### config.mk
export PLATFORM = sky130hd
export DESIGN_NAME = lamp_mode_arbiter
export DESIGN_NICKNAME = d
export VERILOG_FILES = /design/src/rtl/lamp_pkg.sv /design/src/rtl/req_sync.sv /design/src/rtl/lamp_mode_arbiter.sv
export SDC_FILE = /design/constraint.sdc
export NUM_CORES = 1
export LEC_CHECK = 0
export ABC_AREA = 1
export BUFFER_PORTS_ARGS = -buffer_cell sky130_fd_sc_hd__clkbuf_2
export CAP_MARGIN = 10
export CORE_ASPECT_RATIO = 1.1
export CORE_UTILIZATION = 60
export CTS_BUF_LIST = sky130_fd_sc_hd__clkbuf_8
export CTS_CLUSTER_SIZE = 16
export DETAILED_ROUTE_END_ITERATION = 10
export GPL_TIMING_DRIVEN = 0
export PLACE_DENSITY = 0.78
export SYNTH_ARGS = -nofsm -noshare
export SYNTH_HDL_FRONTEND = slang
export SYNTH_SLANG_ARGS = --single-unit
### constraint.sdc
create_clock -name clk -period 2.9 [get_ports clk]
set_input_delay 0.29 -clock clk [delete_from_list [all_inputs] [get_ports clk]]
set_output_delay 0.29 -clock clk [all_outputs]
set_load 0.1 [all_outputs]
### src/rtl/lamp_pkg.sv
// Shared mode encoding, step width and priority ranking for the lamp controller.
package lamp_pkg;

  localparam int unsigned STEP_W = 2;

  typedef logic [2:0] mode_t;

  localparam mode_t MODE_IDLE   = 3'd0;
  localparam mode_t MODE_RIGHT  = 3'd1;
  localparam mode_t MODE_LEFT   = 3'd2;
  localparam mode_t MODE_HAZARD = 3'd3;
  localparam mode_t MODE_BRAKE  = 3'd4;
  localparam mode_t MODE_DOOR   = 3'd5;

  // Rank is kept separate from the encoding so either can change independently.
  function automatic logic [2:0] prio(input mode_t m);
    case (m)
      MODE_IDLE:   return 3'd0;
      MODE_RIGHT:  return 3'd1;
      MODE_LEFT:   return 3'd2;
      MODE_HAZARD: return 3'd3;
      MODE_BRAKE:  return 3'd4;
      MODE_DOOR:   return 3'd5;
      default:     return 3'd0;
    endcase
  endfunction

endpackage

### src/rtl/req_sync.sv
// Multi-flop synchroniser for one asynchronous level input.
module req_sync #(
  parameter int unsigned STAGES = 2
) (
  input  logic clk_i,
  input  logic rst_ni,
  input  logic d_i,
  output logic q_o
);

  logic [STAGES-1:0] sync_q, sync_d;

  always_comb begin
    sync_d = {sync_q[STAGES-2:0], d_i};
  end

  always_ff @(posedge clk_i or negedge rst_ni) begin
    if (!rst_ni) begin
      sync_q <= '0;
    end else begin
      sync_q <= sync_d;
    end
  end

  assign q_o = sync_q[STAGES-1];

endmodule

### src/rtl/lamp_mode_arbiter.sv
// Resolves synchronised lamp requests into one mode with a minimum dwell, and
// produces the animation tick and step index for the lamp datapath.
module lamp_mode_arbiter
  import lamp_pkg::*;
#(
  parameter int unsigned TICK_DIV    = 5000000,
  parameter int unsigned HOLD_TICKS  = 3,
  parameter int unsigned SYNC_STAGES = 2
) (
  input  logic              clk,
  input  logic              rst,
  input  logic              reqL,
  input  logic              reqR,
  input  logic              reqBrake,
  input  logic              reqDoor,
  output logic [2:0]        mode,
  output logic [STEP_W-1:0] step,
  output logic              tick,
  output logic              modeChg
);

  localparam int unsigned PrescW = (TICK_DIV > 2) ? $clog2(TICK_DIV) : 1;
  localparam int unsigned HoldW  = (HOLD_TICKS > 0) ? $clog2(HOLD_TICKS + 1) : 1;
  localparam logic [PrescW-1:0] PrescLast = PrescW'(TICK_DIV - 1);
  localparam logic [HoldW-1:0]  HoldMax   = HoldW'(HOLD_TICKS);

  logic l_s, r_s, brake_s, door_s;

  req_sync #(.STAGES(SYNC_STAGES)) u_sync_l (
    .clk_i(clk), .rst_ni(rst), .d_i(reqL), .q_o(l_s)
  );
  req_sync #(.STAGES(SYNC_STAGES)) u_sync_r (
    .clk_i(clk), .rst_ni(rst), .d_i(reqR), .q_o(r_s)
  );
  req_sync #(.STAGES(SYNC_STAGES)) u_sync_brake (
    .clk_i(clk), .rst_ni(rst), .d_i(reqBrake), .q_o(brake_s)
  );
  req_sync #(.STAGES(SYNC_STAGES)) u_sync_door (
    .clk_i(clk), .rst_ni(rst), .d_i(reqDoor), .q_o(door_s)
  );

  mode_t              mode_q, mode_d, winner;
  logic [STEP_W-1:0]  step_q, step_d;
  logic [PrescW-1:0]  presc_q, presc_d;
  logic [HoldW-1:0]   hold_q, hold_d;
  logic               tick_q, tick_d;
  logic               chg_q, chg_d;
  logic               change;

  always_comb begin
    winner = MODE_IDLE;
    if (door_s) begin
      winner = MODE_DOOR;
    end else if (brake_s) begin
      winner = MODE_BRAKE;
    end else if (l_s && r_s) begin
      winner = MODE_HAZARD;
    end else if (l_s) begin
      winner = MODE_LEFT;
    end else if (r_s) begin
      winner = MODE_RIGHT;
    end
  end

  assign change = (winner != mode_q) &&
                  ((prio(winner) > prio(mode_q)) || (hold_q == HoldMax));

  // A mode change restarts the animation and overrides any coincident tick.
  always_comb begin
    mode_d  = mode_q;
    step_d  = step_q;
    presc_d = presc_q;
    hold_d  = hold_q;
    tick_d  = 1'b0;
    chg_d   = 1'b0;
    if (change) begin
      mode_d  = winner;
      step_d  = '0;
      presc_d = '0;
      hold_d  = '0;
      chg_d   = 1'b1;
    end else begin
      presc_d = (presc_q == PrescLast) ? '0 : presc_q + PrescW'(1);
      tick_d  = (presc_d == PrescLast);
      if (tick_q) begin
        if (hold_q != HoldMax) begin
          hold_d = hold_q + HoldW'(1);
        end
        case (mode_q)
          MODE_LEFT, MODE_RIGHT, MODE_HAZARD: step_d = step_q + STEP_W'(1);
          MODE_DOOR:                          step_d = {1'b0, ~step_q[0]};
          default:                            step_d = '0;
        endcase
      end
    end
  end

  always_ff @(posedge clk or negedge rst) begin
    if (!rst) begin
      mode_q  <= MODE_IDLE;
      step_q  <= '0;
      presc_q <= '0;
      hold_q  <= '0;
      tick_q  <= 1'b0;
      chg_q   <= 1'b0;
    end else begin
      mode_q  <= mode_d;
      step_q  <= step_d;
      presc_q <= presc_d;
      hold_q  <= hold_d;
      tick_q  <= tick_d;
      chg_q   <= chg_d;
    end
  end

  assign mode    = mode_q;
  assign step    = step_q;
  assign tick    = tick_q;
  assign modeChg = chg_q;

endmodule
==> Yosys cells after proc, flatten, opt, wreduce, memory -nomap -nowiden <==
Index checks and enable logic that the tools add are counted.
{ "word_totals": {"reg_bits": 40, "in_bits": 6} }
{ "classes": {"n_addsub": 3, "n_lt_le_gt_ge": 1, "n_eq_ne": 15, "n_mux": 17, "n_bitwise": 1, "n_reduce_logical": 7} }
{ "op_table": {"columns": ["operator", "count"], "rows": [
  ["equality test 23 bit, second input constant", 2],
  ["2-to-1 mux 23 bit", 2],
  ["case mux 3 bit (5 select lines)", 2],
  ["adder 23 x 1 -> 23 bit, second input constant", 1],
  ["2-to-1 mux 2 bit", 7],
  ["equality test 3 x 2 -> 1 bit, second input constant", 4],
  ["equality test 3 bit, second input constant", 4],
  ["equality test 3 x 1 -> 1 bit, second input constant", 2],
  ["2-to-1 mux 3 bit", 2],
  ["adder 2 x 1 -> 2 bit, second input constant", 2],
  ["case mux 2 bit (2 select lines)", 1],
  ["nonzero test 2 bit", 2],
  ["greater-than comparator 3 bit", 1],
  ["2-to-1 mux 1 bit", 3],
  ["!= test 3 bit", 1],
  ["OR reduction 3 bit", 1],
  ["equality test 2 bit, second input constant", 1],
  ["logical AND 1 bit", 2],
  ["!= test 2 bit, second input constant", 1],
  ["AND reduction 2 bit", 1],
  ["logical OR 1 bit", 1],
  ["inverter 1 bit", 1]
]} }

==> Longest topological paths before layout <==
Gate-level depths: netlist (run 1).
{ "depth": {"ltp_word": 12, "ltp_mapped": 13, "ltp_nobuf": 13} }

==> Cells and area by module <==
A second synthesis (run 1) with hierarchy kept.
{ "hier_totals": {"hier_cells": 334, "hier_area_um2": 2413.6} }
{ "by_module_without_submodules": {"columns": ["mod", "instances", "cells_each", "area_each_um2", "seq_area_each_um2"], "rows": [
  ["lamp_mode_arbiter", 1, 326, 2213.4, 800.8],
  ["req_sync", 4, 2, 50.0, 50.0]
]} }

==> Worst setup path before layout (run 1) <==
No wires, ideal clock.
{ "synth_path": {"path_kind": "flip-flop to flip-flop", "start": "reg mode_q[1] (netlist: mode[1])", "end": "reg presc_q[11]", "setup_ns": 0.086, "arrival_time_ns": 2.591, "path_slack_ns": 0.223, "stages_incl_launch_ff": 10, "path_buffers": 1, "synth_period_minus_slack_ns": 2.677, "path_cell_list": "dfrtp_1 > inv_1 > ha_1 > a21oi_1 > ha_1 > nand3_1 > a21oi_1 > a21oi_4 > buf_2 > nor3_1"} }
{ "synth_between": {"elab_chain_len": 6} }
{ "synth_lines": {"columns": ["item", "line_no", "rtl"], "rows": [
  ["start, declared", "lamp_mode_arbiter.sv:42", "mode_t mode_q, mode_d, winner;"],
  ["start signal, assigned", "lamp_mode_arbiter.sv:107", "mode_q <= mode_d;"],
  ["equality test 3 bit, or another cell as far along", "lamp_pkg.sv:17", "case (m)"],
  ["case mux 3 bit (5 select lines)", "lamp_pkg.sv:17", null],
  ["greater-than comparator 3 bit", "lamp_mode_arbiter.sv:66", "((prio(winner) > prio(mode_q)) || (hold_q == HoldMax));"],
  ["logical OR 1 bit", "lamp_mode_arbiter.sv:66", null],
  ["logical AND 1 bit (*)", "lamp_mode_arbiter.sv:65", "assign change = (winner != mode_q) &&"],
  ["2-to-1 mux 23 bit (*)", "lamp_mode_arbiter.sv:76", "if (change) begin"],
  ["net presc_d[11]", "lamp_mode_arbiter.sv:44", "logic [PrescW-1:0] presc_q, presc_d;"],
  ["end signal, assigned", "lamp_mode_arbiter.sv:109", "presc_q <= presc_d;"],
  ["end, declared", "lamp_mode_arbiter.sv:44", null]
]} }
The timed path passes the listed nets; every way through them passes the cells marked *.
A chain may end at the register's enable or synchronous reset.

==> Worst setup path after layout (run 1) <==
{ "layout_path": {"start": "reg u_sync_brake.sync_q[1]", "end": "reg presc_q[11]"} }
{ "layout_between": {"elab_chain_len": 8} }
{ "layout_lines": {"columns": ["item", "line_no", "rtl"], "rows": [
  ["start, declared", "req_sync.sv:11", "logic [STAGES-1:0] sync_q, sync_d;"],
  ["start signal, assigned", "req_sync.sv:21", "sync_q <= sync_d;"],
  ["2-to-1 mux 3 bit (*)", "lamp_mode_arbiter.sv:54", "end else if (brake_s) begin"],
  ["2-to-1 mux 3 bit (*)", "lamp_mode_arbiter.sv:52", "if (door_s) begin"],
  ["net winner[1]", "lamp_mode_arbiter.sv:42", null],
  ["equality test 3 bit, or another cell as far along", "lamp_pkg.sv:17", null],
  ["case mux 3 bit (5 select lines)", "lamp_pkg.sv:17", null],
  ["greater-than comparator 3 bit", "lamp_mode_arbiter.sv:66", null],
  ["logical OR 1 bit", "lamp_mode_arbiter.sv:66", null],
  ["logical AND 1 bit (*)", "lamp_mode_arbiter.sv:65", null],
  ["2-to-1 mux 23 bit (*)", "lamp_mode_arbiter.sv:76", null],
  ["net presc_d[11]", "lamp_mode_arbiter.sv:44", null]
]} }
Marked as above.

==> results.yml, run 1 <==
die:
  die_y_um: 68.2
  die-area_mm2: 0.00424
  start_util_pct: 63.9
  num_rows: 23
  coreArea_mm2: 0.00374
  io_pins: 13
  fp.dieW_um: 62.2
sta:
  fin_crit_ns: 2.43
  drv_slew: 0
  tightest_slew_ns: 0.964
  finalHoldViolCount: 0
  fin_tns_setup_ns: 0
  fin_worst_skew_ns: 0.00617
  timing.final.crit_share_pct: 83.9
  max_clock_freq_ghz: 0.411
  setup_ws_ns: 0.468
  rsz0062_at_grt: "no"
  finalSetupViolCount: 0
  max_slew_margin_pct: 35.7
synth:
  ys.warnings.count: 0
  synth.cell_area_mm2: 0.00239
  syn_inst: 335
  synthArstFlopShare_pct: 100
  synth_edf_count: 0
  ys_types: 27
  synth_flop_cell: "dfrtp_1"
  ys_ff_latch: 40
  syn-num-nets: 349
  avgSynthCellArea_um2: 7.14
  yosysSeqAreaShare_pct: 41.8
place:
  io_buffers: 12
  placed_area_mm2: 0.00251
  dp.cells: 397
  dpl.hpwl_mm: 3.81
  post-place-ws_ns: 0.472
  gp_congestion: 0.930
pwr:
  p_per_area_mw_per_mm2: 705
  p_leak_nw: 1.26
  vdd_drop_max_uv: 531
cells_and_area:
  final_nets: 368
  areaGrowthSynthToFinish_pct: 9.94
  drive_above_1_share_pct: 10.7
  diodes: 0
  multi_input_area_mm2: 0.00123
  final-seq-area_mm2: 0.00100
  utilization_pct: 70.3
  final.fill_count: 319
  finalInstanceArea_mm2: 0.00263
  instances_no_fill: 405
drt:
  wl_per_cell_um: 12.2
  drtAntennaViolNets: 0
  detailroute.via_count: 2071
  drt_iter0_markers: 135
  drt_drc_violations_left: 0
  viasPerCell: 5.11
  drt-pass1-iter-count: 4
  routed_wl_mm: 4.94
global_routing:
  grt_pass1_wl_mm: 8.64
  grt_start_max_net_pins: 41
  grt_pass1_vias: 1982
  antenna_found_initial: 0
  grt_use_total_pct: 26.9
  grt.overflow.total: 0
critical_path:
  r2r_slack_ns: 0.47
  cp_cell_sequence: "inv_1 > nand2_1 > nor2_1 > ha_1 > o21ai_0 > nand2_1 > ha_1 > nand3_1 > a21oi_1 > a21oi_4 > buf_2 > nor3_1"
  crit_type: "reg2reg"
  cp-end-kind: "flip-flop"
  reg2reg_to: "presc_q[11]"
  r2r.worst_path.cells: 12
  cpMaxStageDelayCell: "dfrtp_1"
  worstSetupStartpoint: "u_sync_brake.sync_q[1]"
  startpoint_type: "flip-flop"
  r2r-start: "u_sync_brake.sync_q[1]"
  cp-endpoint: "presc_q[11]"
  cp.arrival_ns: 2.65
  cp_slowest_stage_delay_ns: 0.39
  required_ns: 3.12
  path_max_fanout: 10
clock_tree:
  cts_resized: 0
  numCtsBuffers: 5
  clk-insertion-delay-late_ns: 0.30
  clk_path_buf_depth: 2
  path_clk_slew_ns: 0.08
  hold_buffers: 0
  cts_root_buffer: "clkbuf_8"
  htreeDepth: 2
  cts_sinks: 40
  cts_tree: "yes"
  cts_setup_buffers: 0
flow_run:
  cap_violations: 0
outcome:
  outcome: "complete, no violations"
hold_path:
  hold_path_class: "in2reg"
sequential cells by signal (all words and copies together), names as in the netlist:
signal and cells:
mode 3, u_sync_brake.sync_q 2, step 2, u_sync_r.sync_q 2, u_sync_door.sync_q 2, u_sync_l.sync_q 2, hold_q 2, tick 1
modeChg 1, presc_q 23
layer usage:
layer  track usage [%]  vias to the layer above  routed length, um
met2              45.6                       42               2240
met3              6.83                        8                272
li1                  -                     1092                  -
met5                 0                        -                  0
met1              33.7                      929               2360
met4              10.2                        0                 70
cell usage in the layout, fill, tap and decap left out, types with 4 or more instances in the layout:
cell / synthesis / layout
clkbuf_2: 0 / 12
xor2_1: 5 / 5
nor3_1: 8 / 8
nor2_1: 66 / 66
ha_1: 8 / 8
nand3_1: 26 / 26
a21oi_1: 7 / 7
o21ai_0: 8 / 8
nor2_2: 7 / 7
inv_1: 39 / 39
clkbuf_8: 0 / 5
nand4_1: 4 / 4
dfrtp_1: 40 / 40
nand2_1: 99 / 99
final cells by class:
class                           count  area share (%)
Buffer                              2           0.381
Clock inverter                      3            1.76
Multi-Input combinational cell    254            47.0
Clock buffer                        5            2.62
Sequential cell                    40            38.1
Inverter                           39            5.57
Timing Repair Buffer               12            2.28
Tap cell                           50            2.38
worst max-delay path, delay by kind of cell, from the launching register on:
kind	cells	cell delay (ns)
AO/OA/AOI/OAI	3	0.58
AND/OR/NAND/NOR	5	0.53
adder cells (fa/ha/maj)	2	0.55
buffers and inverters	2	0.30
flip-flops	1	0.39
logic make-up after synthesis:
family          Yosys count  synth area share (%)
simple gates            222                  40.7
buf+inv                  41                  6.54
flops                    40                  41.8
compound gates           18                  4.55
fa+ha+maj                 8                  4.18
xor+xnor                  6                  2.20
cells in the mapped netlist, types with 2 or more instances:
cell type  count  area (um^2)
dfrtp_1       40         1000
ha_1           8          100
nor2_4         2         22.5
nand4_1        4         25.0
nor2_1        66          248
nand3_1       26          130
inv_1         39          146
o21ai_0        8         40.0
nand2_1       99          372
nor3_1         8         40.0
nand2_2        2         12.5
a21oi_1        7         35.0
buf_2          2         10.0
nor2_2         7         43.8
xor2_1         5         43.8
power by group:
part	leakage [nW]	switching, mW	internal (mW)	total (mW)
clock	0.0548	0.218	0.259	0.477
sequential	0.529	0.0414	0.610	0.652
combinational	0.674	0.554	0.170	0.725
total	1.26	0.814	1.04	1.85
through the flow:
| step | total power [mW] | hold slack (ns) |
|---|---|---|
| after floorplan | 1.22 | -0.00559 |
| after global placement | 1.38 | 0.333 |
| after detailed placement | 1.39 | 0.336 |
| after CTS | 1.87 | 0.0810 |
| after global routing | 1.96 | 0.0815 |
| final | 1.85 | 0.0886 |
how the worst min path moves through the flow:
stage / startpoint / to / depth (start not counted)
5_1_grt: reqDoor / u_sync_door.sync_q[0] / 1
3_5_place_dp: u_sync_brake.sync_q[0] / u_sync_brake.sync_q[1] / 0
4_1_cts: reqBrake / u_sync_brake.sync_q[0] / 1
2_1_floorplan: rst / hold_q[0] / 0
3_3_place_gp: u_sync_brake.sync_q[0] / u_sync_brake.sync_q[1] / 0
6_report: reqDoor / u_sync_door.sync_q[0] / 1
Power figures use the tool's default switching activity.
==> run 2, diff against run 1 <==
Settings changed: CORE_UTILIZATION 60 to 57.
Clock period 2.9 ns to 2.2 ns, I/O delays scaled along.
==> run 2 against run 1 <==
Net effect:
- the run now ends with negative setup slack left
- largest power group unchanged
- highest routed layer unchanged
- critical path type unchanged
- design area rose by 5.8%
- count of clock-buffer cells in the layout is the same
- via count rose by 7.2%
==> results.yml, run 2 (synthesis gave the netlist of run 1 again) <==
outcome:
  outcome: "finished with violations"
  violations: "negative setup slack"
place:
  io_buffers: 12
  placed_area_mm2: 0.00253
  post-place-ws_ns: -0.241
  dpl.hpwl_mm: 3.91
  dp.cells: 399
  gp_congestion: 0.931
pwr:
  sw_frac_of_total_pct: 44.7
  power_switching_mw: 1.20
  p_total_mw: 2.69
  p_per_area_mw_per_mm2: 966
  p_clk_share_pct: 18.1
  p_leak_nw: 1.29
  internal-power_mw: 1.49
  vdd_drop_max_uv: 526
  p_comb_share_pct: 49.4
  seqPwrFrac_pct: 32.5
cells_and_area:
  areaGrowthSynthToFinish_pct: 16.3
  instances_no_fill: 413
  drive_above_1_share_pct: 17.5
  finalInstanceArea_mm2: 0.00278
  final_nets: 374
  utilization_pct: 69.7
  largest_reg_flops: 23
  final_cell_mix: "nand2_1 (97), nor2_1 (65), inv_1 (37), dfrtp_1 (37), nand3_1 (25)"
  final_common_cell: "nand2_1"
  regMostFlops: "presc_q"
  diodes: 0
clock_tree:
  hold_buffers: 0
  path_clk_slew_ns: 0.08
  htreeDepth: 2
  clk_path_buf_depth: 2
  numCtsBuffers: 5
  cts_root_buffer: "clkbuf_8"
  cts_tree: "yes"
  clk-insertion-delay-late_ns: 0.30
  cts_sinks: 40
sta:
  setup_ws_ns: -0.0145
  worst_hold_slack_ns: 0.0230
  fin_tns_setup_ns: -0.0145
  fin_worst_skew_ns: 0.00392
  drv_slew: 0
  timing.final.crit_share_pct: 101
  max_slew_margin_pct: 36.0
  fin_crit_ns: 2.21
  max_clock_freq_ghz: 0.452
  finalHoldViolCount: 0
  tightest_slew_ns: 0.960
  finalSetupViolCount: 1
  rsz0062_at_grt: "yes"
die:
  die_y_um: 69.9
  num_rows: 24
  start_util_pct: 59.9
  io_pins: 13
  die-area_mm2: 0.00446
  coreArea_mm2: 0.00399
  fp.dieW_um: 63.8
critical_path:
  crit_family: "simple AND/OR/NAND/NOR gates"
  cp.arrival_ns: 2.45
  cpMaxStageDelayCell: "dfrtp_1"
  r2r.worst_path.cells: 13
  cp-end-kind: "flip-flop"
  startpoint_type: "flip-flop"
  r2r-start: "u_sync_brake.sync_q[1]"
  crit_buf_inv: 3
  reg2reg_to: "tick"
  path_max_fanout: 5
  crit_type: "reg2reg"
  r2r_slack_ns: -0.01
  worstSetupStartpoint: "u_sync_brake.sync_q[1]"
  required_ns: 2.43
  cp-endpoint: "tick"
  cp_slowest_stage_delay_ns: 0.39
  cp_num_cells: 13
  cp_cell_sequence: "buf_4 > nor2_4 > inv_1 > o21ai_2 > nand2_2 > ha_4 > nand3_4 > a21oi_4 > a21oi_4 > buf_6 > nor2_4 > nand3_1 > nor2_1"
drt:
  viasPerCell: 5.38
  drt-pass1-iter-count: 4
  wl_per_cell_um: 13.6
  drt_drc_violations_left: 0
  drtAntennaViolNets: 0
  drt_iter0_markers: 154
  routed_wl_mm: 5.61
  detailroute.via_count: 2221
global_routing:
  grt_pass1_wl_mm: 9.04
  grt.busiest_layer: "met2"
  grt_use_total_pct: 26.1
  grt_pass1_vias: 2085
  met1_usage_pct: 33.9
  grt.overflow.total: 0
  globalRouteMet3Util_pct: 4.90
  grt_start_max_net_pins: 41
  antenna_found_initial: 0
  gr-usage-met2_pct: 42.1
hold_path:
  hold_path_class: "in2reg"
flow_run:
  cap_violations: 0
run 2: repair_timing:
| action | 4_1_cts | 5_1_grt |
|---|---|---|
| setup buffers | 3 | 3 |
| pin swaps | 2 | 7 |
| gates cloned | 0 | 0 |
| endpoints found under the setup margin | 28 | 29 |
| resized for setup | 9 | 17 |
run 2: how the worst min path moves through the flow:
| stage | from | to | slack, ns | cells past startpoint |
|---|---|---|---|---|
| 3_5_place_dp | reqBrake | u_sync_brake.sync_q[0] | 0.33 | 1 |
| 3_3_place_gp | reqL | u_sync_l.sync_q[0] | 0.33 | 1 |
| 2_1_floorplan | rst | hold_q[0] | -0.08 | 0 |
| 5_1_grt | reqDoor | u_sync_door.sync_q[0] | 0.02 | 1 |
| 6_report | reqL | u_sync_l.sync_q[0] | 0.02 | 1 |
| 4_1_cts | reqL | u_sync_l.sync_q[0] | 0.02 | 1 |
run 2: cell type report:
type,instances,area [um^2]
Inverter,39,146
Clock buffer,5,68.8
Tap cell,52,65.1
Buffer,2,18.8
Fill cell,316,1210
Timing Repair Buffer,18,109
Multi-Input combinational cell,254,1350
Sequential cell,40,1010
Clock inverter,3,18.8
run 2: worst register-to-register path: stages (launching register included):
cell     delay (ns)
dfrtp_1        0.39
buf_4          0.14
nor2_4         0.17
inv_1          0.14
o21ai_2        0.15
nand2_2        0.09
ha_4           0.29
nand3_4        0.06
a21oi_4        0.22
a21oi_4        0.08
buf_6          0.15
nor2_4         0.09
nand3_1        0.09
nor2_1         0.10
run 2: power by group through the flow:
stage                     sequential [mW]  clock, mW  combinational, mW
after floorplan                      1.10          0              0.527
after global placement              0.879          0              0.958
after detailed placement            0.884          0              0.991
after CTS                           0.870      0.494               1.14
after global routing                0.879      0.526               1.43
final                               0.874      0.486               1.33
run 2: metal layers:
| layer | vias to the layer above | wire (um) |
|---|---|---|
| met5 | - | 0 |
| met4 | 0 | 165 |
| met3 | 17 | 242 |
| met2 | 59 | 2770 |
| met1 | 1044 | 2430 |
| li1 | 1101 | - |
==> run 3, diff against run 2 <==
==> constraint.sdc (replaced) <==
create_clock -name clk -period 2.2 [get_ports clk]
set_input_delay 0.22 -clock clk [delete_from_list [all_inputs] [get_ports clk]]
set_output_delay 0.22 -clock clk [all_outputs]
set_load 0.005 [all_outputs]
==> run 3 against run 2 <==
Net effect:
- via count fell by 3.3%
- total power fell by 9.4%
- combinational power is 27% lower
- the run now ends clean
- utilization shrank 0.66 points
- first-iteration DRC count grew 7.1%
- critical endpoint unchanged
- design area is 0.94% lower
==> results.yml, run 3 (synthesis gave the netlist of run 1 again) <==
sta:
  rsz0062_at_grt: "yes"
  finalHoldViolCount: 0
  drv_slew: 0
  timing.final.crit_share_pct: 98.0
  setup_ws_ns: 0.0432
  tightest_slew_ns: 0.956
  max_clock_freq_ghz: 0.464
  fin_crit_ns: 2.16
  max_slew_margin_pct: 36.2
  fin_worst_skew_ns: 0.00365
  finalSetupViolCount: 0
place:
  io_buffers: 12
  gp_congestion: 0.886
  dpl.hpwl_mm: 3.86
  post-place-ws_ns: -0.255
critical_path:
  reg2reg_to: "tick"
  startpoint_type: "flip-flop"
  required_ns: 2.43
  crit_buf_inv: 2
  cp.arrival_ns: 2.39
  cp_slowest_stage_delay_ns: 0.46
  crit_family: "compound AO/OA/AOI/OAI gates"
  path_max_fanout: 5
  r2r_slack_ns: 0.04
  r2r-start: "u_sync_door.sync_q[1]"
  cp_cell_sequence: "nor2_4 > inv_1 > ha_1 > a21oi_1 > o21ai_2 > a21oi_4 > a21oi_4 > buf_6 > nor2_4 > nand3_2 > nor2_1"
  crit_type: "reg2reg"
  cp-end-kind: "flip-flop"
  r2r.worst_path.cells: 11
  cpMaxStageDelayCell: "dfrtp_1"
global_routing:
  grt_start_max_net_pins: 41
  gr-usage-met2_pct: 44.1
  met1_usage_pct: 34.8
  grt.busiest_layer: "met2"
  grt_pass1_vias: 2034
  grt_use_total_pct: 26.3
  antenna_found_initial: 0
  globalRouteMet3Util_pct: 3.92
  grt_pass1_wl_mm: 9.09
  grt.overflow.total: 0
cells_and_area:
  drive_above_1_share_pct: 15.5
  final_cell_mix: "nand2_1 (98), nor2_1 (65), dfrtp_1 (40), inv_1 (37), nand3_1 (24)"
  final_nets: 374
  multi_input_area_mm2: 0.00131
  diodes: 0
  final-seq-area_mm2: 0.00100
  areaGrowthSynthToFinish_pct: 15.2
  final.fill_count: 343
  utilization_pct: 69.0
  final_common_cell: "nand2_1"
  regMostFlops: "presc_q"
  largest_reg_flops: 23
clock_tree:
  numCtsBuffers: 5
  path_clk_slew_ns: 0.08
  clk-insertion-delay-late_ns: 0.30
  htreeDepth: 2
  clk_path_buf_depth: 2
  cts_sinks: 40
  cts_tree: "yes"
  cts_root_buffer: "clkbuf_8"
hold_path:
  hold_path_class: "in2reg"
  min_to: "u_sync_l.sync_q[0]"
  min_path_cells: 1
  worst_hold_startpoint: "reqL"
drt:
  drt_drc_violations_left: 0
  wl_per_cell_um: 12.8
  drt-pass1-iter-count: 4
  drt_iter0_markers: 165
  detailroute.via_count: 2148
  routed_wl_mm: 5.27
  viasPerCell: 5.20
  drtAntennaViolNets: 0
die:
  coreArea_mm2: 0.00399
  num_rows: 24
  die-area_mm2: 0.00446
  die_y_um: 69.9
  io_pins: 13
  start_util_pct: 59.9
  fp.dieW_um: 63.8
pwr:
  p_per_area_mw_per_mm2: 884
  p_leak_nw: 1.30
  vdd_drop_max_uv: 623
outcome:
  outcome: "complete, no violations"
flow_run:
  cap_violations: 0
[run 3: changes by cell type in the layout (fill, tap and decap cells not counted), sizes merged]
cell / previous run / this run
clkinvlp: 0 / 1
clkinv: 3 / 1
bufinv: 0 / 1
[run 3: what timing repair did]
item	4_1_cts	5_1_grt
pin swaps	2	7
gates resized for setup	7	14
hold buffers	0	0
setup endpoints to repair	30	32
buffers inserted	4	2
[run 3: how the worst max path moves through the flow]
| stage | start | to | cells past startpoint |
|---|---|---|---|
| 3_3_place_gp | u_sync_brake.sync_q[1] | presc_q[20] | 12 |
| 6_report | u_sync_door.sync_q[1] | tick | 11 |
| 4_1_cts | u_sync_brake.sync_q[1] | tick | 14 |
| 5_1_grt | u_sync_brake.sync_q[1] | tick | 14 |
| 2_1_floorplan | u_sync_brake.sync_q[1] | presc_q[11] | 12 |
| 3_5_place_dp | u_sync_brake.sync_q[1] | presc_q[20] | 12 |
[run 3: where the power goes]
part | total [mW] | switching [mW] | internal, mW | leakage (nW)
Sequential | 0.862 | 0.0574 | 0.805 | 0.529
Combinational | 0.972 | 0.595 | 0.377 | 0.719
Clock | 0.602 | 0.266 | 0.336 | 0.0541
[run 3: stage by stage]
stage,instances,power [mW],hold slack (ns),area [um^2],setup TNS (ns)
floorplan,335,1.38,-0.0756,2390,0
global placement,399,1.59,0.329,2520,-4.41
detailed placement,399,1.62,0.331,2520,-6.00
CTS,411,2.39,0.0165,2690,0
global route,413,2.58,0.0110,2760,-0.192
finish,413,2.44,0.0235,2760,0
[run 3: layout make-up]
class,count,share of cell area [%]
clock buffer,5,2.50
sequential,40,36.3
timing repair buffer,18,3.95
tap,52,2.36
multi-input combinational,254,47.5
inverter,39,5.31
buffer,2,0.545
clock inverter,3,1.54
[run 3: worst register-to-register path, cell delays in order (launching register included)]
cell     delay, ns
dfrtp_1       0.46
nor2_4        0.19
inv_1         0.11
ha_1          0.35
a21oi_1       0.19
o21ai_2       0.10
a21oi_4       0.19
a21oi_4       0.07
buf_6         0.15
nor2_4        0.11
nand3_2       0.08
nor2_1        0.10
[run 3: routing by layer]
layer / wire length [um] / share of wire, %
met1: 2380 / 45
met2: 2600 / 49
met3: 211 / 4.0
met4: 76 / 1.4
met5: 0 / 0
